==> src/rtl/niu_muldiv.sv <==
// rtl/niu_muldiv.sv - iterative multiply/divide unit, one shift step per cycle, fixed latency
module niu_muldiv #(
    parameter int WORD_SIZE = 32,
    parameter int OP_BITS   = 2
) (
    input  logic                 clk,
    input  logic                 reset,
    input  logic                 start,
    input  logic [OP_BITS-1:0]   op,
    input  logic                 sgn,
    input  logic [WORD_SIZE-1:0] a,
    input  logic [WORD_SIZE-1:0] b,
    output logic                 busy,
    output logic                 done,
    output logic [WORD_SIZE-1:0] result,
    output logic                 div_by_zero
);
    localparam int W  = WORD_SIZE;
    localparam int CW = $clog2(WORD_SIZE + 1);

    typedef enum logic [2:0] {IDLE, PREP, CALC, FIX, DONE} state_t;

    state_t         state_q, state_d;
    logic [OP_BITS-1:0] op_q, op_d;
    logic           sgn_q, sgn_d;
    logic [W-1:0]   a_q, a_d;
    logic [W-1:0]   mcand_q, mcand_d;
    logic [W-1:0]   acc_q, acc_d;
    logic [W-1:0]   mq_q, mq_d;
    logic [CW-1:0]  cnt_q, cnt_d;
    logic           neg_q, neg_d;
    logic           nrem_q, nrem_d;
    logic           bz_q, bz_d;
    logic [W-1:0]   result_q, result_d;
    logic           dbz_q, dbz_d;

    logic           is_div;
    logic [W:0]     mul_sum;
    logic [W:0]     rem_sh;
    logic [W:0]     rem_diff;
    logic [2*W-1:0] prod;
    logic [2*W-1:0] prod_fix;

    always_ff @(posedge clk) begin
        if (reset) begin
            state_q  <= IDLE;
            op_q     <= '0;
            sgn_q    <= 1'b0;
            a_q      <= '0;
            mcand_q  <= '0;
            acc_q    <= '0;
            mq_q     <= '0;
            cnt_q    <= '0;
            neg_q    <= 1'b0;
            nrem_q   <= 1'b0;
            bz_q     <= 1'b0;
            result_q <= '0;
            dbz_q    <= 1'b0;
        end else begin
            state_q  <= state_d;
            op_q     <= op_d;
            sgn_q    <= sgn_d;
            a_q      <= a_d;
            mcand_q  <= mcand_d;
            acc_q    <= acc_d;
            mq_q     <= mq_d;
            cnt_q    <= cnt_d;
            neg_q    <= neg_d;
            nrem_q   <= nrem_d;
            bz_q     <= bz_d;
            result_q <= result_d;
            dbz_q    <= dbz_d;
        end
    end

    always_comb begin
        state_d  = state_q;
        op_d     = op_q;
        sgn_d    = sgn_q;
        a_d      = a_q;
        mcand_d  = mcand_q;
        acc_d    = acc_q;
        mq_d     = mq_q;
        cnt_d    = cnt_q;
        neg_d    = neg_q;
        nrem_d   = nrem_q;
        bz_d     = bz_q;
        result_d = result_q;
        dbz_d    = dbz_q;

        is_div   = (op_q == OP_BITS'(2)) || (op_q == OP_BITS'(3));
        mul_sum  = {1'b0, acc_q} + (mq_q[0] ? {1'b0, mcand_q} : {(W+1){1'b0}});
        // acc stays below the divisor, so bit W of the difference is a clean borrow flag
        rem_sh   = {acc_q, mq_q[W-1]};
        rem_diff = rem_sh - {1'b0, mcand_q};
        prod     = {acc_q, mq_q};
        prod_fix = neg_q ? -prod : prod;

        case (state_q)
            IDLE: begin
                if (start) begin
                    op_d    = op;
                    sgn_d   = sgn;
                    a_d     = a;
                    mcand_d = b;
                    state_d = PREP;
                end
            end
            PREP: begin
                mq_d    = (sgn_q && a_q[W-1]) ? -a_q : a_q;
                mcand_d = (sgn_q && mcand_q[W-1]) ? -mcand_q : mcand_q;
                neg_d   = sgn_q && (a_q[W-1] ^ mcand_q[W-1]);
                nrem_d  = sgn_q && a_q[W-1];
                bz_d    = (mcand_q == '0);
                acc_d   = '0;
                cnt_d   = CW'(W);
                state_d = CALC;
            end
            CALC: begin
                if (is_div) begin
                    if (!rem_diff[W]) begin
                        acc_d = rem_diff[W-1:0];
                        mq_d  = {mq_q[W-2:0], 1'b1};
                    end else begin
                        acc_d = rem_sh[W-1:0];
                        mq_d  = {mq_q[W-2:0], 1'b0};
                    end
                end else begin
                    {acc_d, mq_d} = {mul_sum, mq_q[W-1:1]};
                end
                cnt_d = cnt_q - CW'(1);
                if (cnt_q == CW'(1)) begin
                    state_d = FIX;
                end
            end
            FIX: begin
                if (op_q == OP_BITS'(0)) begin
                    result_d = prod_fix[W-1:0];
                end else if (op_q == OP_BITS'(1)) begin
                    result_d = prod_fix[2*W-1:W];
                end else if (op_q == OP_BITS'(2)) begin
                    result_d = bz_q ? {W{1'b1}} : (neg_q ? -mq_q : mq_q);
                end else begin
                    result_d = bz_q ? a_q : (nrem_q ? -acc_q : acc_q);
                end
                dbz_d   = is_div && bz_q;
                state_d = DONE;
            end
            DONE: begin
                state_d = IDLE;
            end
            default: begin
                state_d = IDLE;
            end
        endcase
    end

    assign busy        = (state_q != IDLE);
    assign done        = (state_q == DONE);
    assign result      = result_q;
    assign div_by_zero = dbz_q;
endmodule
==> config.mk <==
export PLATFORM = sky130hd
export DESIGN_NAME = niu_muldiv
export DESIGN_NICKNAME = d
export VERILOG_FILES = /design/src/rtl/niu_muldiv.sv
export SDC_FILE = /design/constraint.sdc
export NUM_CORES = 1
export LEC_CHECK = 0
export ABC_AREA = 1
export BUFFER_PORTS_ARGS = -buffer_cell sky130_fd_sc_hd__buf_2
export CAP_MARGIN = 20
export CORE_MARGIN = 2
export CORE_UTILIZATION = 35
export CTS_CLUSTER_SIZE = 12
export DETAILED_ROUTE_END_ITERATION = 12
export MAX_ROUTING_LAYER = met4
export PLACE_DENSITY = 0.59
export SYNTH_ARGS = -nofsm -noshare
export SYNTH_HDL_FRONTEND = slang
export SYNTH_SLANG_ARGS = --single-unit
==> constraint.sdc <==
create_clock -name clk -period 2.9 [get_ports clk]
set_input_delay 0 -clock clk [delete_from_list [all_inputs] [get_ports clk]]
set_output_delay 0 -clock clk [all_outputs]
set_load 0.03 [all_outputs]
# --- After elaboration in Yosys (flattened, before gate mapping) ---
# Cells that the tools add are included.
op_classes:
  addsub: 8
  eq_ne: 11
  muxes: 23
  bitwise_logic: 1
  reduce_logical: 14
op_table:
  columns: ["op", "n"]
  rows:
  - ["two-way mux 32 bit", 14]
  - ["one-hot mux 32 bit (2 select lines)", 3]
  - ["negator 32 bit", 4]
  - ["two-way mux 64 bit", 1]
  - ["negator 64 bit", 1]
  - ["adder 32 x 32 -> 33 bit", 1]
  - ["subtractor 33 x 32 -> 33 bit", 1]
  - ["logical NOT 32 bit", 1]
  - ["one-hot mux 3 bit (4 select lines)", 1]
  - ["one-hot mux 6 bit (2 select lines)", 1]
  - ["== test 3 x 2 -> 1 bit (second input constant)", 2]
  - ["== test 6 x 1 -> 1 bit (second input constant)", 1]
  - ["two-way mux 3 bit", 2]
  - ["!= test 2 bit (second input constant)", 3]
  - ["subtractor 6 x 1 -> 6 bit (second input constant)", 1]
  - ["== test 2 bit (second input constant)", 2]
  - ["logical AND 1 bit", 4]
  - ["AND reduction 2 bit", 2]
  - ["nonzero test 2 bit", 2]
  - ["== test 3 x 1 -> 1 bit (second input constant)", 1]
  - ["== test 3 bit (second input constant)", 1]
  - ["logical NOT 3 bit", 1]
  - ["AND reduction 3 bit", 1]
  - ["nonzero test 3 bit", 1]
  - ["other kinds (5)", 5]
totals:
  regBits: 176
  output_inout_bits: 35
  word_cells: 70

# --- Longest topological paths before layout ---
# Gate-level depths: netlist of the first run.
logic_depth:
  depth_word: 6
  depth_mapped: 21
  mapped_depth_nobuf: 19

# --- Worst setup path after synthesis of the first run ---
# No wires, ideal clock.
synth_timing:
  path_kind: "reg2reg"
  start: "reg mq_q[0]"
  end: "reg acc_q[29]"
  arrival_time_ns: 2.414
  required_time_ns: 2.768
  setup_slack_ns: 0.354
  path_stages_with_launch: 18
  synth_period_minus_slack_ns: 2.546
  path_cell_list: "dfxtp_1 -> buf_6 -> clkbuf_1 -> nand2_1 -> inv_1 -> ha_1 -> inv_1 -> fa_1 -> o21ai_1 -> nand2_1 -> nand2_1 -> inv_1 -> o21ai_0 -> nand2_1 -> nand3_1 -> nand3_1 -> nand3_1 -> a21oi_1"
synth_between:
  elab_chain_len: 4
synth_rtl:
  columns: ["element", "line_no", "rtl"]
  rows:
  - ["from (decl)", "29", "logic [W-1:0] mq_q, mq_d;"]
  - ["from (signal assigned)", "66", "mq_q <= mq_d;"]
  - ["two-way mux 32 bit", "92", "mul_sum = {1'b0, acc_q} + (mq_q[0] ? {1'b0, mcand_q} : {(W+1){1'b0}});"]
  - ["adder 32 x 32 -> 33 bit", "92", null]
  - ["two-way mux 32 bit", "120", "if (is_div) begin"]
  - ["one-hot mux 32 bit (2 select lines)", "99", "case (state_q)"]
  - ["to (signal assigned)", "51", "acc_q <= '0;"]
  - ["to (signal assigned)", "65", "acc_q <= acc_d;"]
  - ["to (decl)", "28", "logic [W-1:0] acc_q, acc_d;"]
# Every way passes these cells.
# A chain may end at the register's enable or synchronous reset.

# --- Final worst setup path of the first run ---
layout_timing:
  start: "reg mcand_q[1]"
  end: "reg mcand_q[24]"
layout_between:
  elab_chain_len: 3
layout_rtl:
  columns: ["element", "line_no", "rtl"]
  rows:
  - ["from (decl)", "27", "logic [W-1:0] mcand_q, mcand_d;"]
  - ["from (signal assigned)", "64", "mcand_q <= mcand_d;"]
  - ["negator 32 bit", "111", "mcand_d = (sgn_q && mcand_q[W-1]) ? -mcand_q : mcand_q;"]
  - ["two-way mux 32 bit", "111", null]
  - ["one-hot mux 32 bit (2 select lines)", "99", null]
# Every way passes these cells. The select of a mux whose other input is x is not followed.

==> run summary, run 1 <==
Hold Vio Cnt, Final -> 0
status -> finished clean
Reg clk slew, reported paths -> 80 ps
clk root buf -> clkbuf_16
# nets final -> 3495
met1 usage -> 0.463
static leakage -> 10.1 nW
Post-DP Area -> 19400 sq um
Via density -> 5.46
PwrDens -> 495 nW/um^2
ys flop type -> dfxtp_1
Routed Antenna Nets -> 0
maximum number of pins on one net before global-route repair -> 103
CTS tree -> built
CTS buffer count -> 17
RSZ-0062 raised after global routing -> false
Initial DRC Count -> 2755
Site Rows -> 82
Warnings, synthesis -> 0
first-pass GRT wire length -> 123 mm
DIE AREA -> 52000 sq um
Crit path required time -> 3340 ps
Post-synth EDFFs -> 0
global route hottest layer -> met1
Fin Clk Skew -> 11.3 ps
Detail Placement HPWL -> 64.0 mm
crit end category -> flip-flop
post-route cell area -> 20800 sq um
Max Clock Freq -> 362 MHz
dpl cells -> 3936
Most Frequent Cell on Critical Path -> nor2_1
CP Cell Sequence -> buf_4, inv_1, ha_1, nand3_1, nor2_1, inv_2, nor2_1, inv_1, nor2_1, nand4_1, and2_0, o21ai_1, o21ai_0, a21oi_1
Final min period -> 2760 ps
Synth cell types -> 54
Slowest-stage cell, CP -> dfxtp_1
WP buf/inv -> 4
total power -> 10.3 mW
CP Launch Type -> flip-flop
worst skew pair latency -> 500 ps
Post-synth ARST share -> 0
Die W -> 228 um
port bufs -> 104
Core Util, Final -> 0.417
Tightest Pin Transition -> 1040 ps
DR pass1 iterations -> 7
Worst Path Arrival -> 3200 ps
delay of the slowest critical-path stage -> 410 ps
via count -> 22100
sequential fraction of the synthesis area -> 0.200
grt met3 use -> 0.0679
gr usage total -> 0.317
gpl congestion -> 1.06
hold crit path type -> primary input to flip-flop
Syn Area/Cell -> 5.55 sq um
fin. max-slew vios -> 0
Crit Path Class -> flip-flop to flip-flop
Rel. slew slack -> 0.308
WL final -> 81.1 mm
flops & latches, synth -> 176
layout cells sized above 1 -> 0.102
htree depth -> 4
Post-Syn Area -> 17600 sq um
Gate Count Post-Synth -> 3164
peak supply drop -> 0.460 mV
Starting Density -> 0.352
P&R area growth vs syn -> 18.4%
Max Cap Viol -> 0
initial antenna violation count -> 1
# IOs -> 105
Final period util -> 0.953
total negative slack -> 0 ps
GRT overflow -> 0
fin cells -> 4039
DRC viols -> 0
core area -> 49900 sq um
WHS -> 46.8 ps
Die Y -> 228 um
GR Util met2 -> 0.434
Syn Nets -> 3306
vias in the first global route -> 19700
critical-path maximum fanout -> 4
FILL cells -> 5609
Max Root-Sink Buffers -> 2
DP Worst Slack -> 9.56 ps
# clock sinks -> 176
CP delay by family, top -> simple AND/OR/NAND/NOR gates
wire per inst -> 20.1 um
Finish-stage setup viols -> 0
final worst slack -> 137 ps
report_power, final:
| group | internal (mW) | leakage, nW | switching, mW | total (mW) |
|---|---|---|---|---|
| Sequential | 2.65 | 1.44 | 0.321 | 2.97 |
| Clock | 1.24 | 0.300 | 1.28 | 2.52 |
| Combinational | 1.47 | 8.36 | 3.35 | 4.82 |
| Total | 5.36 | 10.1 | 4.95 | 10.3 |
layout by cell type, fill, tap and decap left out, types with 15 or more instances in the layout:
master / instances
o21ai_0: 233
ha_1: 68
dlygate4sd3_1: 68
nand4_1: 45
dfxtp_1: 167
a21oi_1: 298
nand2_1: 868
nor3_1: 25
inv_2: 15
nor2_1: 295
a31oi_1: 36
o211ai_1: 35
nand3_1: 326
nand3b_1: 16
buf_2: 104
clkbuf_16: 17
inv_1: 424
o21ai_1: 17
xor2_1: 34
buf_4: 119
cell usage after synthesis, drive strengths merged (3+ instances only):
library cell | n | area (sq um)
xnor2 | 3 | 26.3
o21bai | 5 | 37.5
dfxtp | 176 | 3520
buf | 32 | 173
o211ai | 35 | 263
nand4 | 46 | 294
a21oi | 304 | 1540
and2 | 4 | 25.0
and3 | 3 | 18.8
a21boi | 3 | 22.5
clkinv | 3 | 11.3
nand2 | 880 | 3350
xor2 | 34 | 298
a31oi | 36 | 225
o21a | 7 | 52.6
inv | 437 | 1640
nor3 | 28 | 145
nand3b | 16 | 120
a21o | 8 | 60.1
o21ai | 254 | 1270
nor4 | 8 | 50.1
or2 | 10 | 62.6
nor2 | 310 | 1200
o221ai | 4 | 35.0
nand3 | 330 | 1680
ha | 70 | 876
a221oi | 10 | 87.6
clkbuf | 96 | 360
layout make-up:
| class | count | area, sq um | area share |
|---|---|---|---|
| clock buffer | 17 | 425 | 0.0204 |
| inverter | 440 | 1650 | 0.0793 |
| multi-input combinational | 2420 | 11900 | 0.574 |
| timing repair buffer | 298 | 2230 | 0.107 |
| clock inverter | 15 | 183 | 0.00878 |
| tap | 672 | 841 | 0.0404 |
| sequential | 176 | 3540 | 0.170 |
| antenna | 1 | 2.50 | 0.000120 |
path summary, 6_finish.rpt:
path	from	end	slack (ps)	cells after the start
worst min-delay path	reset	mcand_q[15]	50	5
worst min register to register	result[9]	result[9]	470	2
worst max-delay path	mcand_q[1]	mcand_q[24]	140	14
worst max register to register	mcand_q[1]	mcand_q[24]	140	14
registers in the layout (all words and copies together), names as in the netlist:
name,cells
a_q,32
acc_q,32
bz_q,1
cnt_q,6
div_by_zero,1
mcand_q,32
mq_q,32
neg_q,1
nrem_q,1
op_q,2
result,32
sgn_q,1
state_q,3
tightest hold or removal path, stage by stage:
cell and delay (ps):
buf_2 90, inv_2 40, buf_12 200, nand3_1 130
inv_1 30
cells by family (layout without fill, tap and decap cells):
family / after synthesis / in the layout / synth area share
xor gates and xnor gates: 37 / 37 / 0.0184
other: 0 / 1 / 0
adders and majority gates: 72 / 72 / 0.0521
buffers and inverters: 568 / 770 / 0.124
and+or+nand+nor: 1636 / 1636 / 0.396
DFF: 176 / 176 / 0.200
AOI/OAI and AO/OA: 675 / 675 / 0.209
metal layers:
metal,vias up,wire [um]
li1,10800,-
met4,0,2000
met1,10100,37900
met5,-,0
met3,97,8980
met2,1073,32300
repair_timing:
item,in CTS,in global routing
pin swaps,0,1
buffers inserted,0,2
setup endpoints to repair,1,32
gates resized for setup,1,23
endpoints found under the hold margin,68,0
hold buffers,68,0
No activity file was read; power rests on OpenSTA's default activity.
==> run 2: changes to the inputs <==
Settings changed: HOLD_SLACK_MARGIN set to 0.12.
==> run 2 against run 1 <==
Against the previous run:
- critical endpoint is now acc_q[31]
- routed wire length grew 0.79%
- count of clock-buffer cells in the layout is the same
- largest power group unchanged
- design area grew 2.2%
- register-to-register slack gained 20 ps
- highest routed layer unchanged
- sequential power is essentially flat
- maximum frequency grew 0.62%
- first-iteration DRC count grew 1.1%
==> run summary, run 2 (synthesis results as in run 1) <==
Finish-stage setup viols -> 0 (unchanged)
Tightest Pin Transition -> 1010 ps (-24.2 ps)
port bufs -> 104 (unchanged)
DR pass1 iterations -> 6 (-1)
Worst Path Arrival -> 3180 ps (-20 ps)
# nets final -> 3538 (+1.2%)
Die Y -> 228 um (unchanged)
Worst R2R End -> acc_q[31]
DP Worst Slack -> 9.56 ps (unchanged)
Slowest-stage cell, CP -> ha_1
HP Start -> b[30]
Crit Path Class -> flip-flop to flip-flop
Switching Fraction -> 0.479 (-0.00165)
Worst R2R Start -> mq_q[0]
layout cells sized above 1 -> 0.102 (-0.000112)
Rel. slew slack -> 0.324 (+0.0162)
P&R area growth vs syn -> 21.0%
Fin Clk Skew -> 10.9 ps (-0.389 ps)
Die W -> 228 um (unchanged)
Final min period -> 2750 ps (-17.0 ps)
CP delay by family, top -> simple AND/OR/NAND/NOR gates
crit end category -> flip-flop
sequential power share -> 0.285 (-0.003)
wire per inst -> 20.0 um (-0.32%)
Psw -> 4.98 mW (+0.60%)
worst skew pair latency -> 500 ps (about the same)
Reg clk slew, reported paths -> 80 ps (about the same)
delay of the slowest critical-path stage -> 400 ps (about the same)
status -> finished clean
static leakage -> 10.3 nW (+1.6%)
CTS tree -> built
WP buf/inv -> 4 (unchanged)
Site Rows -> 82 (unchanged)
Max Cap Viol -> 0 (unchanged)
Hold Vio Cnt, Final -> 0 (unchanged)
hold crit path type -> primary input to flip-flop
maximum number of pins on one net before global-route repair -> 103 (unchanged)
FILL cells -> 5563 (-0.82%)
total negative slack -> 0 ps (unchanged)
clk root buf -> clkbuf_16
cell-internal power -> 5.42 mW (+1.3%)
critical-path maximum fanout -> 28 (+24)
# IOs -> 105 (unchanged)
WL final -> 81.8 mm (+0.79%)
Min-Delay Endpoint -> mcand_q[30]
commonest cells after routing, fill and taps aside -> 868 x nand2_1, 423 x inv_1, 325 x nand3_1
via count -> 22200 (+0.86%)
gr usage total -> 0.319 (+0.00255)
initial antenna violation count -> 3 (+2)
CTS buffer count -> 17 (unchanged)
Max Root-Sink Buffers -> 2 (unchanged)
GRT overflow -> 0 (unchanged)
Starting Density -> 0.352 (unchanged)
Routed Antenna Nets -> 0 (unchanged)
PwrDens -> 489 nW/um^2 (-1.2%)
first-pass GRT wire length -> 124 mm (+0.85%)
final worst slack -> 154 ps (+17.0 ps)
Initial DRC Count -> 2786 (+1.1%)
R2R setup slack -> 150 ps (+20 ps)
Max Clock Freq -> 364 MHz (+0.62%)
DIE AREA -> 52000 sq um (unchanged)
htree depth -> 4 (unchanged)
CP Cell Sequence -> buf_12, nand2_1, inv_1, ha_1, nand2_1, nor2_1, inv_1, o21ai_0, nand2_1, nand3_1, nand3_1, nand2_1, nand2_1, inv_1, nand2_1, a21oi_1
Detail Placement HPWL -> 64.0 mm (unchanged)
# clock sinks -> 176 (unchanged)
CP Launch Type -> flip-flop
Crit path required time -> 3330 ps (about the same)
commonest non-fill, non-tap cell in the layout -> nand2_1
Most Frequent Cell on Critical Path -> nand2_1
Via density -> 5.45 (-0.25%)
gpl congestion -> 1.06 (unchanged)
reg2reg path depth -> 16 (+2)
vias in the first global route -> 20000 (+1.5%)
Core Util, Final -> 0.427 (+0.00903)
Comb pwr share -> 0.471 (+0.004)
fin. max-slew vios -> 0 (unchanged)
Worst Hold Path Cells -> 4 (-1)
Final period util -> 0.947 (-0.00587)
peak supply drop -> 0.468 mV (+1.8%)
DRC viols -> 0 (unchanged)
core area -> 49900 sq um (unchanged)
Clock Power Share -> 0.243 (-0.002)
[run 2: cell types whose count changed in the layout (fill, tap and decap cells not counted)]
cell	previous run	this run
diode_2	1	3
dlygate4sd3_1	68	111
ha_1	68	66
ha_2	2	4
inv_1	424	423
inv_2	15	16
nand3_1	326	325
nand3_2	3	4
nor2_2	11	10
nor2_4	4	5
[run 2: final cells by class]
class                   instances  area, sq um  area share
multi-input cells            2420        12000       0.562
flip-flops and latches        176         3540       0.166
repair buffers                341         2670       0.125
inverters                     440         1650      0.0777
well taps                     672          841      0.0395
clock buffers                  17          425      0.0200
clock inverters                15          183     0.00859
diodes                          3         7.51    0.000353
[run 2: worst register-to-register path: stages, from the launching register on]
cell	delay, ps
dfxtp_1	350
buf_12	170
nand2_1	100
inv_1	40
ha_1	400
nand2_1	180
nor2_1	250
inv_1	130
o21ai_0	270
nand2_1	140
nand3_1	150
nand3_1	90
nand2_1	80
nand2_1	80
inv_1	80
nand2_1	60
a21oi_1	110
[run 2: what timing repair did]
| item | CTS | global route |
|---|---|---|
| endpoints found under the hold margin | 124 | 0 |
| pin swaps | 0 | 1 |
| setup buffers | 0 | 2 |
| hold buffers | 111 | 0 |
| resized for setup | 1 | 28 |
| setup endpoints to repair | 1 | 35 |
| cloned | 0 | 0 |
[run 2: worst max-delay path by stage]
stage / startpoint / endpoint / slack (ps) / depth (start not counted)
final: mq_q[0] / acc_q[31] / 150 / 16
after global routing: mcand_q[5] / acc_q[27] / -10 / 16
after CTS: mq_q[0] / acc_q[13] / 40 / 15
after detailed placement: mq_q[31] / acc_q[31] / 10 / 18
after global placement: mq_q[31] / acc_q[0] / 50 / 17
after floorplan: mq_q[0] / acc_q[29] / 350 / 17
[run 2: power groups by stage]
stage / Clock, mW / Combinational (mW) / Sequential (mW)
after detailed placement: 0 / 4.54 / 3.00
final: 2.53 / 4.90 / 2.97
after floorplan: 0 / 3.06 / 2.91
after global placement: 0 / 4.55 / 3.01
after global routing: 2.67 / 5.37 / 2.99
after CTS: 2.56 / 4.71 / 2.95
[run 2: routing by layer]
| metal | global-route usage | vias up | part of all wire |
|---|---|---|---|
| met3 | 0.0681 | 97 | 0.11 |
| met1 | 0.464 | 10200 | 0.47 |
| met5 | - | - | 0 |
| met4 | 0.0835 | 0 | 0.025 |
| met2 | 0.440 | 1107 | 0.40 |
| li1 | - | 10800 | - |
[run 2: through the flow]
stage | cell area, sq um | hold WS, ps | total power [mW] | instances
2_1_floorplan | 17600 | 135 | 5.96 | 3164
3_3_place_gp | 19400 | 234 | 7.56 | 3936
3_5_place_dp | 19400 | 244 | 7.55 | 3936
4_1_cts | 21200 | 313 | 10.2 | 4079
5_1_grt | 21300 | 376 | 11.0 | 4084
6_report | 21300 | 359 | 10.4 | 4084
